## src/rtl/tdd_sync_gen.sv

```systemverilog
// Master-side TDD sync pulse generator: emits bursts or a continuous train of
// periodic pulses with programmable width and period on sync_out.
module tdd_sync_gen #(
    parameter int CNT_W   = 32,
    parameter int BURST_W = 16
) (
    input  logic               clk,
    input  logic               rstn,
    input  logic               enable,
    input  logic               start,
    input  logic               stop,
    input  logic [CNT_W-1:0]   period,
    input  logic [CNT_W-1:0]   width,
    input  logic [BURST_W-1:0] burst_count,
    output logic               sync_out,
    output logic               busy,
    output logic               done,
    output logic               cfg_err,
    output logic [BURST_W-1:0] pulse_cnt
);

    typedef enum logic [1:0] {
        IDLE,
        HIGH,
        LOW
    } state_t;

    state_t             state;
    logic [CNT_W-1:0]   phase;
    logic [CNT_W-1:0]   period_q;
    logic [CNT_W-1:0]   width_q;
    logic [BURST_W-1:0] burst_q;
    logic               halt;
    logic               cfg_bad;
    logic               last_pulse;

    assign halt       = stop | ~enable;
    assign cfg_bad    = (period < CNT_W'(2)) || (width == '0) || (width >= period);
    assign last_pulse = (burst_q != '0) && (pulse_cnt == burst_q);

    // phase counts down the remaining cycles of the current HIGH or LOW phase;
    // a halt always wins so a pulse may be truncated and done is suppressed
    always_ff @(posedge clk) begin
        if (!rstn) begin
            state     <= IDLE;
            phase     <= '0;
            period_q  <= '0;
            width_q   <= '0;
            burst_q   <= '0;
            sync_out  <= 1'b0;
            busy      <= 1'b0;
            done      <= 1'b0;
            cfg_err   <= 1'b0;
            pulse_cnt <= '0;
        end else begin
            done    <= 1'b0;
            cfg_err <= 1'b0;
            case (state)
                IDLE: begin
                    if (start && !halt) begin
                        if (cfg_bad) begin
                            cfg_err <= 1'b1;
                        end else begin
                            state     <= HIGH;
                            period_q  <= period;
                            width_q   <= width;
                            burst_q   <= burst_count;
                            phase     <= width;
                            pulse_cnt <= BURST_W'(1);
                            sync_out  <= 1'b1;
                            busy      <= 1'b1;
                        end
                    end
                end
                HIGH: begin
                    if (halt) begin
                        state    <= IDLE;
                        sync_out <= 1'b0;
                        busy     <= 1'b0;
                    end else if (phase == CNT_W'(1)) begin
                        sync_out <= 1'b0;
                        if (last_pulse) begin
                            state <= IDLE;
                            busy  <= 1'b0;
                            done  <= 1'b1;
                        end else begin
                            state <= LOW;
                            phase <= period_q - width_q;
                        end
                    end else begin
                        phase <= phase - CNT_W'(1);
                    end
                end
                LOW: begin
                    if (halt) begin
                        state <= IDLE;
                        busy  <= 1'b0;
                    end else if (phase == CNT_W'(1)) begin
                        state     <= HIGH;
                        sync_out  <= 1'b1;
                        phase     <= width_q;
                        pulse_cnt <= pulse_cnt + BURST_W'(1);
                    end else begin
                        phase <= phase - CNT_W'(1);
                    end
                end
                default: begin
                    state    <= IDLE;
                    sync_out <= 1'b0;
                    busy     <= 1'b0;
                end
            endcase
        end
    end

endmodule

```

## config.mk

```make
export PLATFORM = sky130hd
export DESIGN_NAME = tdd_sync_gen
export DESIGN_NICKNAME = d
export VERILOG_FILES = /design/src/rtl/tdd_sync_gen.sv
export SDC_FILE = /design/constraint.sdc
export NUM_CORES = 1
export LEC_CHECK = 0
export CORE_ASPECT_RATIO = 0.5
export CORE_MARGIN = 5
export CORE_UTILIZATION = 50
export CTS_CLUSTER_SIZE = 24
export DETAILED_ROUTE_END_ITERATION = 16
export PLACE_DENSITY = 0.71
export RECOVER_POWER = 50
export SLEW_MARGIN = 20
export SYNTH_ARGS = -nofsm -noshare
export SYNTH_HDL_FRONTEND = slang
export SYNTH_SLANG_ARGS = --single-unit
```

## constraint.sdc

```tcl
create_clock -name clk -period 7.1 [get_ports clk]
set_input_delay 1.065 -clock clk [delete_from_list [all_inputs] [get_ports clk]]
set_output_delay 1.065 -clock clk [all_outputs]
set_load 0.02 [all_outputs]
```

* After elaboration in Yosys (flattened, before gate mapping) *
Cells that the tools add are included.

word-level totals
  flip-flop bits (word level) = 134
  latch bits = 0
  bits in writable memories = 0
  memory bits (read-only) = 0
  output and inout port bits = 20
  memories kept = 0

cells by class
  add/sub/neg operators = 3
  multiply operators = 0
  divide/modulo/power cells = 0
  magnitude comparators = 2
  equality and inequality tests = 14
  shift-type cells = 0
  multiplexer cells = 35
  bitwise gates (word level) = 6
  reduce and logical (&&, ||, !) cells = 18

operators with widths
  cell                                                          count
  2-to-1 mux 32 bit                                             7
  one-hot mux 32 bit (3 select lines)                           1
  2-to-1 mux 16 bit                                             4
  == test 32 x 1 -> 1 bit (second input constant)               1
  >= comparator 32 bit                                          1
  zero test 32 bit                                              1
  less-than comparator 32 x 2 -> 1 bit (second input constant)  1
  one-hot mux 16 bit (2 select lines)                           1
  subtractor 32 x 1 -> 32 bit (second input constant)           1
  subtractor 32 bit                                             1
  adder 16 x 1 -> 16 bit (second input constant)                1
  == test 16 bit                                                1
  nonzero test 16 bit                                           1
  AND reduction 5 bit                                           3
  2-to-1 mux 2 bit                                              7
  2-to-1 mux 1 bit                                              12
  != test 2 bit (second input constant)                         6
  != test 3 bit (second input constant)                         4
  one-hot mux 1 bit (3 select lines)                            2
  one-hot mux 2 bit (3 select lines)                            1
  AND reduction 3 bit                                           2
  AND reduction 6 bit                                           1
  NOT 1 bit                                                     5
  AND reduction 4 bit                                           1
  other kinds (10)                                              12

* Depth between registers and ports, before layout *
Gate-level depths: netlist (run 1).

  word-level depth = 6
  depth in mapped cells = 13

* Least setup slack after synthesis (run 1) *
Ideal clock, no wire load.

  path type = in2reg
  start point = in width[0]
  end point = reg phase[3]
  arrival = 3.446 ns
  slack = 3.584 ns
  stages = 11
  cell sequence = inv_1 -> ha_1 -> nand2b_1 -> a2111oi_0 -> o22ai_1 -> o211a_1 -> or3_1 -> buf_2 -> a22o_1 -> or3_1 -> a21oi_1

between the ends
  word-level cells in the longest chain between the ends = 5
  elaborated cells on any way between the ends = 6

RTL lines
  what                                                                          line  text
  from (decl)                                                                   13    input logic [CNT_W-1:0] width,
  parallel branches: the longest is 2 deep, another holds >= comparator 32 bit  --
  logical OR 1 bit (*)                                                          38    assign cfg_bad = (period < CNT_W'(2)) || (width == '0) || (width >= period);
  != test 2 bit (no source line) (*)                                            --
  AND reduction 6 bit (no source line) (*)                                      --
  to (signal assigned)                                                          68    phase <= width;
  to (signal assigned)                                                          88    phase <= period_q - width_q;
  to (signal assigned)                                                          91    phase <= phase - CNT_W'(1);
  to (decl)                                                                     29    logic [CNT_W-1:0] phase;

Every way passes the cells marked *.
A chain may end at the register's enable or synchronous reset.

* Final worst setup path (run 1) *
  start point = in width[0]
  end point = reg phase[16]

Same word-level chain as after synthesis.

==> flow_summary_export.csv, run 1 <==
group,metric,value,unit
clock_tree,cts.sinks,134,
logic_synthesis,async_flop_share,0,%
timing,timing.final.crit_share,85.35,%
outcome,violations,"max-capacitance violations, max-slew violations",
route,via_per_inst,6.175,
grt,antenna_found_initial,0,
timing,relSlewSlack,-42.57,%
clock_tree,cts_setup_buffers,0,
timing,max_freq,165.0,MHz
floorplanning,die_h,109.3,um
clock_tree,cts.clk_slew.worst_paths,0.06,ns
clock_tree,cts_root_buf,"clkbuf_16",
logic_synthesis,ys_seq_elements,134,
worst_hold_path,hp-class,"reg -> reg",
layout,layout-drive-gt1-share,4.585,%
route,first_pass_iters,5,
floorplanning,die_w,208.7,um
clock_tree,ctsResizeCount,0,
floorplanning,coreArea,0.01941,mm2
grt,grt_pass1_wl,50.71,mm
logic_synthesis,syn_inst,1305,
floorplanning,die_area,0.02281,mm2
placement,dp_worst_setup_slack,1.480,ns
route,vias,10127,
grt,grt_pass1_vias,9355,
placement,portBuffers,104,
grt,use_met3,6.670,%
clock_tree,clkLatencyLatePin,0.44,ns
logic_synthesis,post_synth.cell_area_avg,7.560,um2
setup_path,critPathLaunchType,"input pin",
layout,synthToLayoutAreaGrowth,17.38,%
logic_synthesis,synth_area,0.009866,mm2
timing,period_needed,6.060,ns
route,ant_nets,0,
timing,worst_slack,1.040,ns
setup_path,critPathMaxFanout,49,
logic_synthesis,syn_nets,1461,
power_and_ir_drop,p_leak,4.951,nW
grt,grt.total_usage,27.79,%
layout,nets,1518,
setup_path,path_class,"in -> reg",
clock_tree,cts_buffer_depth,2,
timing,slew_viol_final,154,
power_and_ir_drop,max-vdd-ir-drop,0.0001788,V
clock_tree,cts_tree,"built",
layout,fillers,1776,
job,maxCapViolCount,3,
layout,most-common-layout-cells,"nor2_1, dfxtp_1, a21oi_1",
logic_synthesis,synth_cell_type_count,74,
setup_path,critPathArrivalTime,6.42,ns
power_and_ir_drop,cellPowerDensity,221.0,mW/mm2
outcome,status,"finished, violations left",
timing,final-hold-violation-count,0,
floorplanning,boundaryPins,105,
route,wl,32.32,mm
floorplanning,start_util,50.82,%
timing,skew,0.01093,ns
clock_tree,h-tree-depth,4,
grt,busiest_layer,"met2",
logic_synthesis,ys.flop_type,"dfxtp_1",
grt,overflow,0,
floorplanning,std_cell_rows,36,
setup_path,worstSetupEndpointType,"register",
layout,diodes,0,
logic_synthesis,synth_edf_count,0,
placement,gp_congestion,0.9178,
timing,tightest_slew,2.138,ns
setup_path,required,7.46,ns
grt,grt_max_degree,68,
timing,setup_viol,0,
timing,rsz0062_at_grt,"no",
route,drc,0,
layout,layout_commonest_cell,"nor2_1",
grt,globalRouteMet2Util,42.21,%
grt,met1_usage,40.06,%
clock_tree,hold_buffers,0,
placement,hpwl,23.59,mm
clock_tree,numCtsBuffers,17,
logic_synthesis,ys_seq_area_share,27.19,%
timing,tns,0,ns
route,wl_per_cell,19.71,um
logic_synthesis,yosys_warnings,0,
route,initialDrtViolationCount,947,
registers in the layout, summed over array words and instances (netlist names):
register   flops
done           1
period_q      32
busy           1
sync_out       1
phase         32
pulse_cnt     16
state          2
cfg_err        1
burst_q       16
width_q       32
where the power goes:
part | internal (mW) | switching (mW) | total, mW
Clock | 0.559 | 0.366 | 0.925
Combinational | 0.328 | 0.489 | 0.817
Sequential | 0.782 | 0.0351 | 0.817
Total | 1.67 | 0.890 | 2.56
synth_stat cells, types with 4 or more instances:
cell type,n,area (um2)
a211oi_1,10,75.07
a21boi_0,16,120.1
a21o_1,23,172.7
a21oi_1,123,615.6
a221o_1,4,40.04
a221oi_1,11,96.34
a311oi_1,4,35.03
a31oi_1,21,131.4
and3_1,14,87.58
and4_1,4,35.03
buf_1,4,15.01
buf_2,22,110.1
clkbuf_1,48,180.2
dfxtp_1,134,2683
ha_1,70,875.8
inv_1,85,319.1
mux2i_1,54,540.5
nand2_1,95,356.6
nand2b_1,6,37.54
nand3_1,27,135.1
nand4_1,15,93.84
nor2_1,168,630.6
nor2b_1,6,37.54
nor3_1,31,155.2
nor3b_1,5,37.54
nor4_1,30,187.7
o2111ai_1,7,61.31
o211ai_1,18,135.1
o21a_1,23,172.7
o21ai_0,74,370.4
o221ai_1,4,35.03
o22ai_1,4,25.02
or2_2,5,31.28
or3_1,22,137.6
or4_1,5,37.54
xnor2_1,34,297.8
xor2_1,26,227.7
final cells by class:
cell class / instances / area [um2] / share of cell area, %
Tap cell: 266 / 332.8 / 2.874
Inverter: 85 / 319.1 / 2.755
Multi-Input combinational cell: 1010 / 6535 / 56.43
Timing Repair Buffer: 114 / 1112 / 9.606
Sequential cell: 134 / 2683 / 23.17
Clock inverter: 12 / 155.1 / 1.340
Clock buffer: 19 / 442.9 / 3.825
kinds of logic (layout without fill, tap and decap cells):
kind of cell | count (synthesis) | after routing | share of synthesized area [%]
compound gates | 373 | 373 | 23.97
xor+xnor | 60 | 60 | 5.327
fa+ha+maj | 71 | 71 | 9.081
buf+inv | 161 | 230 | 6.519
flops | 134 | 134 | 27.19
mux | 55 | 55 | 5.593
simple gates | 451 | 451 | 22.32
metrics by stage:
| step | std cells | power (mW) | util (%) | area (um2) | hold WS (ns) |
|---|---|---|---|---|---|
| after floorplan | 1305 | 1.394 | - | 9866 | 0.4607 |
| after CTS | 1640 | 2.554 | 59.76 | 11600 | 0.4874 |
| after global routing | 1640 | 2.684 | 59.65 | 11580 | 0.5115 |
| after global placement | 1609 | 1.620 | 56.65 | 11000 | 0.4703 |
| final | 1640 | 2.559 | 59.65 | 11580 | 0.4859 |
| after detailed placement | 1609 | 1.628 | 56.68 | 11000 | 0.4761 |
per-layer routing:
metal / share of wire (%) / wire (um)
met1: 47 / 15080
met2: 42 / 13620
met3: 9.8 / 3153
met4: 1.4 / 459
met5: 0 / 0
worst paths after layout:
check	from	endpoint	slack, ns	cells past startpoint
setup / recovery	width[0]	phase[16]$_SDFFE_PN0P_	1.04	12
hold reg to reg	busy$_SDFFE_PN0P_	busy$_SDFFE_PN0P_	0.49	2
hold / removal	busy$_SDFFE_PN0P_	busy$_SDFFE_PN0P_	0.49	2
setup reg to reg	phase[23]$_SDFFE_PN0P_	pulse_cnt[13]$_SDFFE_PN0P_	2.76	8
worst max-delay path: stages:
cell           delay, ns
dlygate4sd3_1       0.64
inv_1               0.09
ha_1                0.28
nand2b_1            0.14
a2111oi_0           0.74
o22ai_1             0.25
o211a_1             0.35
or3_1               1.08
a22oi_2             1.04
buf_4               0.40
o211ai_1            0.15
o21ai_0             0.18
Note: power is estimated with default switching activity, not from simulation.
==> inputs of run 2 (changes only) <==
Settings changed: GPL_TIMING_DRIVEN set to 0.
==> run 2 against run 1 <==
Compared with the run above:
- the flow now finishes without violations
- final cell count rose by 4.1%
- clock-buffer cell count fell by 2
- cell area rose by 1.8%
- routed wire length rose by 21%
- largest power group unchanged
==> flow_summary_export.csv, run 2 (synthesized netlist as in run 1, its figures left out) <==
group,metric,value,unit
layout,top_regs,"period_q (32), phase (32), width_q (32)",
layout,fillers,1814,
setup_path,r2r-end,"phase[24]$_SDFFE_PN0P_",
clock_tree,ctsResizeCount,0,
floorplanning,coreArea,0.01941,mm2
worst_hold_path,hold_path_end,"phase[11]$_SDFFE_PN0P_",
setup_path,slowest_stage,"clkbuf_1",
clock_tree,numCtsBuffers,17,
clock_tree,cts.clk_slew.worst_paths,0.06,ns
timing,tightest_slew,1.050,ns
layout,layout_commonest_cell,"nor2_1",
route,first_pass_iters,6,
grt,grt_pass1_vias,9914,
power_and_ir_drop,p_leak,5.024,nW
setup_path,cp_top_family,"buffers and inverters",
setup_path,reg2reg_from,"width_q[0]$_SDFFE_PN0P_",
clock_tree,cts_buffer_depth,2,
route,wl,38.98,mm
placement,placed_cells,1675,
floorplanning,std_cell_rows,36,
setup_path,required,7.39,ns
timing,skew,0.01077,ns
job,maxCapViolCount,0,
floorplanning,die_h,109.3,um
layout,finalNonFillerCells,1707,
setup_path,critPathLaunchType,"input pin",
layout,nets,1584,
setup_path,path_class,"in -> reg",
placement,dp_worst_setup_slack,1.879,ns
power_and_ir_drop,p_total,2.613,mW
grt,grt.total_usage,33.29,%
layout,most-common-layout-cells,"nor2_1, dfxtp_1, a21oi_1",
power_and_ir_drop,cellPowerDensity,221.7,mW/mm2
timing,period_needed,5.466,ns
route,via_per_inst,6.287,
timing,relSlewSlack,29.37,%
grt,overflow,0,
worst_hold_path,min-delay-start,"phase[11]$_SDFFE_PN0P_",
layout,multiInputGateArea,0.006510,mm2
power_and_ir_drop,max-vdd-ir-drop,0.0001726,V
layout,synthToLayoutAreaGrowth,19.51,%
placement,dpl_cell_area,0.01124,mm2
placement,portBuffers,104,
placement,hpwl,29.85,mm
setup_path,crit_chain,"dlygate4sd3_1 > inv_1 > ha_1 > nand2_1 > nor3_1 > and3_1 > o211a_1 > or3_1 > clkbuf_1 > clkbuf_1 > clkbuf_1 > mux2i_1 > nor2_1",
route,vias,10732,
setup_path,critPathMaxStageDelay,0.77,ns
clock_tree,cts.sinks,134,
clock_tree,cts_setup_buffers,0,
timing,worst_slack,1.634,ns
clock_tree,hold_buffers,0,
clock_tree,clkLatencyLatePin,0.45,ns
clock_tree,cts_tree,"built",
timing,rsz0062_at_grt,"no",
route,initialDrtViolationCount,1346,
setup_path,cp_num_buf_inv,5,
timing,final-hold-violation-count,0,
layout,regArea,0.002683,mm2
setup_path,critPathMaxFanout,10,
setup_path,ff2ff_setup_slack,3.09,ns
outcome,status,"complete, no violations",
grt,grt_max_degree,17,
clock_tree,h-tree-depth,4,
route,drc,0,
worst_hold_path,hp-class,"reg -> reg",
grt,grt_pass1_wl,57.88,mm
layout,stdcell_area,0.01179,mm2
worst_hold_path,whs_path_depth,2,
timing,timing.final.crit_share,76.99,%
floorplanning,start_util,50.82,%
setup_path,cp_common_cell,"clkbuf_1",
timing,max_freq,182.9,MHz
grt,antenna_found_initial,0,
setup_path,worstSetupEndpointType,"register",
layout,layout-drive-gt1-share,4.580,%
route,wl_per_cell,22.83,um
route,ant_nets,0,
setup_path,critPathArrivalTime,5.76,ns
layout,diodes,0,
floorplanning,die_area,0.02281,mm2
clock_tree,cts_root_buf,"clkbuf_16",
timing,slew_viol_final,0,
timing,setup_viol,0,
placement,gp_congestion,0.9737,
floorplanning,die_w,208.7,um
timing,tns,0,ns
floorplanning,boundaryPins,105,
setup_path,reg2regPathDepth,12,
## run 2: changes by cell type in the layout (fill, tap and decap cells not counted), sizes merged
cell	delta
clkdlybuf4s50	+1
buf	+9
clkbuf	+55
inv	+5
dlygate4sd3	-1
bufinv	-1
clkinv	-2
clkinvlp	+1
## run 2: report_power, final
part,total [mW],switching [mW],internal [mW]
sequential,0.818,0.0364,0.782
clock,0.919,0.394,0.524
combinational,0.877,0.545,0.332
## run 2: worst reg2reg max path, stage by stage (launching register included)
cell	delay, ns
dfxtp_1	0.38
ha_1	0.22
inv_1	0.06
fa_1	0.39
a21oi_1	0.25
o211ai_1	0.18
a211oi_1	0.56
o21ai_0	0.45
a31oi_1	0.55
nand2_1	0.11
a21oi_1	0.20
mux2i_1	0.36
o311ai_1	0.14
## run 2: worst max path at each step
stage,from,end,cells past startpoint
6_report,period[31],width_q[25]$_SDFFE_PN0P_,13
5_1_grt,period[31],width_q[23]$_SDFFE_PN0P_,13
4_1_cts,width[0],phase[23]$_SDFFE_PN0P_,12
3_5_place_dp,width[0],phase[13]$_SDFFE_PN0P_,12
3_3_place_gp,width[0],phase[29]$_SDFFE_PN0P_,12
2_1_floorplan,width[0],phase[3]$_SDFFE_PN0P_,11
## run 2: through the flow
stage                     hold WS [ns]  utilization (%)
final                           0.5009            60.73
after global routing            0.5129            60.73
after CTS                       0.4993            60.96
after detailed placement        0.4851            57.90
after global placement          0.4731            57.90
after floorplan                 0.4607                -
## run 2: final cells by class
cell class	count	share of cell area (%)
multi-input cells	1010	55.22
clock buffers	17	3.608
inverters	85	2.706
clock inverters	15	1.443
repair buffers	104	8.829
flip-flops and latches	134	22.75
well taps	266	2.823
plain buffers	76	2.621
## run 2: per-layer routing
layer,routed length (um),up-vias,track usage (%)
li1,-,4941,-
met1,17500,5119,46.16
met2,15700,586,49.63
met3,4687,86,10.63
met4,1085,0,10.42
met5,0,-,0
==> inputs of run 3 (changes only) <==
Clock period 7.1 ns to 5.2 ns, I/O delays scaled along.
==> run 3 against run 2 <==
Compared with the run above:
- final cell count did not move
- combinational power up 37%
- sequential cell count did not move
- register-to-register slack lost 1.9 ns
- critical path depth is 1 higher
- sequential power up 37%
- cell area barely moved
- routed wire length is essentially flat
- largest cell class unchanged
- clock power grew 36%
- die area did not move
==> flow_summary_export.csv, run 3 (synthesized netlist as in run 1, its figures left out) <==
group,metric,value,unit
layout,layout-drive-gt1-share,4.927,%
grt,overflow,0,
route,wl_per_cell,22.84,um
clock_tree,numCtsBuffers,17,
timing,skew,0.01096,ns
power_and_ir_drop,p_total,3.566,mW
layout,fin_util,60.79,%
setup_path,required,5.50,ns
timing,max_freq,202.8,MHz
power_and_ir_drop,max-vdd-ir-drop,0.0002356,V
floorplanning,die_w,208.7,um
placement,hpwl,29.85,mm
timing,rsz0062_at_grt,"no",
setup_path,ff2ff_setup_slack,1.22,ns
grt,grt_pass1_vias,9914,
grt,grt.total_usage,33.29,%
outcome,status,"complete, no violations",
grt,grt_max_degree,17,
power_and_ir_drop,pwr-share-comb,33.6,%
power_and_ir_drop,intPower,2.237,mW
route,via_per_inst,6.291,
layout,nets,1584,
layout,top_regs,"period_q (32), phase (32), width_q (32)",
timing,relSlewSlack,26.67,%
power_and_ir_drop,pwr-share-clk,35.1,%
power_and_ir_drop,p_sw,1.329,mW
power_and_ir_drop,p_leak,5.030,nW
grt,grt_pass1_wl,57.88,mm
worst_hold_path,hp-class,"reg -> reg",
route,wl,38.99,mm
clock_tree,h-tree-depth,4,
job,maxCapViolCount,0,
setup_path,cp_num_buf_inv,5,
power_and_ir_drop,p_seq_share,31.3,%
timing,tightest_slew,1.090,ns
floorplanning,die_area,0.02281,mm2
placement,gp_congestion,0.9737,
layout,synthToLayoutAreaGrowth,19.62,%
layout,diodes,0,
floorplanning,coreArea,0.01941,mm2
route,first_pass_iters,6,
clock_tree,cts.clk_slew.worst_paths,0.05,ns
setup_path,path_class,"in -> reg",
clock_tree,cts.sinks,134,
floorplanning,boundaryPins,105,
route,vias,10738,
timing,tns,0,ns
timing,timing.final.crit_share,94.83,%
power_and_ir_drop,switching_share,37.27,%
setup_path,cp_top_family,"buffers and inverters",
clock_tree,clkLatencyLatePin,0.45,ns
power_and_ir_drop,cellPowerDensity,302.2,mW/mm2
setup_path,critPathArrivalTime,5.23,ns
setup_path,critPathLaunchType,"input pin",
timing,slew_viol_final,0,
clock_tree,cts_buffer_depth,2,
setup_path,slowest_stage,"clkbuf_1",
timing,setup_viol,0,
route,drc,0,
floorplanning,start_util,50.82,%
layout,layout_commonest_cell,"nor2_1",
setup_path,crit_chain,"clkdlybuf4s50_1 > inv_1 > ha_1 > nand2_1 > nor3_1 > and3_1 > o211a_1 > or3_1 > clkbuf_1 > clkbuf_1 > buf_1 > nor2_1 > a21oi_1 > nor2_1",
grt,antenna_found_initial,0,
timing,period_needed,4.931,ns
layout,most-common-layout-cells,"nor2_1, dfxtp_1, a21oi_1",
setup_path,critPathMaxFanout,10,
clock_tree,cts_setup_buffers,0,
floorplanning,std_cell_rows,36,
setup_path,worstSetupEndpointType,"register",
clock_tree,hold_buffers,0,
placement,portBuffers,104,
setup_path,critPathMaxStageDelay,0.67,ns
clock_tree,ctsResizeCount,0,
route,ant_nets,0,
floorplanning,die_h,109.3,um
clock_tree,cts_tree,"built",
route,initialDrtViolationCount,1349,
timing,final-hold-violation-count,0,
clock_tree,cts_root_buf,"clkbuf_16",
==> run 3: changes by cell type in the layout (fill, tap and decap cells not counted) <==
cell / delta
clkbuf_1: -3
buf_2: +2
a22oi_1: -1
a22oi_2: +1
clkbuf_2: +1
clkdlybuf4s50_1: +1
dlygate4sd3_1: -1
nand2_1: -1
nand2_2: +1
==> run 3: final cells by class <==
class / instances / area, um2
Inverter: 85 / 319.1
Clock buffer: 17 / 425.4
Tap cell: 266 / 332.8
Timing Repair Buffer: 104 / 1041
Multi-Input combinational cell: 1010 / 6518
Clock inverter: 15 / 170.2
Buffer: 76 / 312.8
Fill cell: 1813 / 7612
Sequential cell: 134 / 2683
==> run 3: power groups by stage <==
stage	Sequential [mW]	Clock [mW]	Combinational, mW
6_report	1.12	1.25	1.20
5_1_grt	1.12	1.31	1.29
4_1_cts	1.11	1.26	1.17
3_5_place_dp	1.14	0	1.16
3_3_place_gp	1.14	0	1.15
2_1_floorplan	1.13	0	0.777
==> run 3: stage by stage <==
| step | std cells | instance area [um2] | hold slack [ns] | worst slack, ns |
|---|---|---|---|---|
| after floorplan | 1305 | 9866 | 0.4607 | 1.969 |
| after global placement | 1675 | 11240 | 0.4731 | 0.2674 |
| after detailed placement | 1675 | 11240 | 0.4851 | 0.2642 |
| after CTS | 1707 | 11840 | 0.4993 | 0.7161 |
| after global routing | 1707 | 11800 | 0.5129 | 0.2497 |
| final | 1707 | 11800 | 0.4996 | 0.2690 |
==> run 3: worst reg2reg max path, stage by stage (launching register included) <==
cell	delay, ns
dfxtp_1	0.38
ha_1	0.23
inv_1	0.07
fa_1	0.39
a21oi_1	0.25
o211ai_1	0.18
a211oi_1	0.53
o21ai_0	0.45
a31oi_1	0.53
nand2_1	0.11
a21oi_1	0.20
mux2i_1	0.39
o311ai_1	0.15
==> run 3: worst paths after layout <==
check	from	depth (start not counted)	endpoint
max	period[31]	14	period_q[26]$_SDFFE_PN0P_
min	period_q[25]$_SDFFE_PN0P_	2	period_q[25]$_SDFFE_PN0P_
max reg2reg	width_q[0]$_SDFFE_PN0P_	12	phase[24]$_SDFFE_PN0P_
min reg2reg	period_q[25]$_SDFFE_PN0P_	2	period_q[25]$_SDFFE_PN0P_
==> run 3: metal layers <==
layer	track usage, %	wire, um	up-vias
met5	0	0	-
met4	10.42	1032	0
met3	10.63	4766	81
met2	49.63	15910	609
met1	46.16	17280	5098
li1	-	-	4950
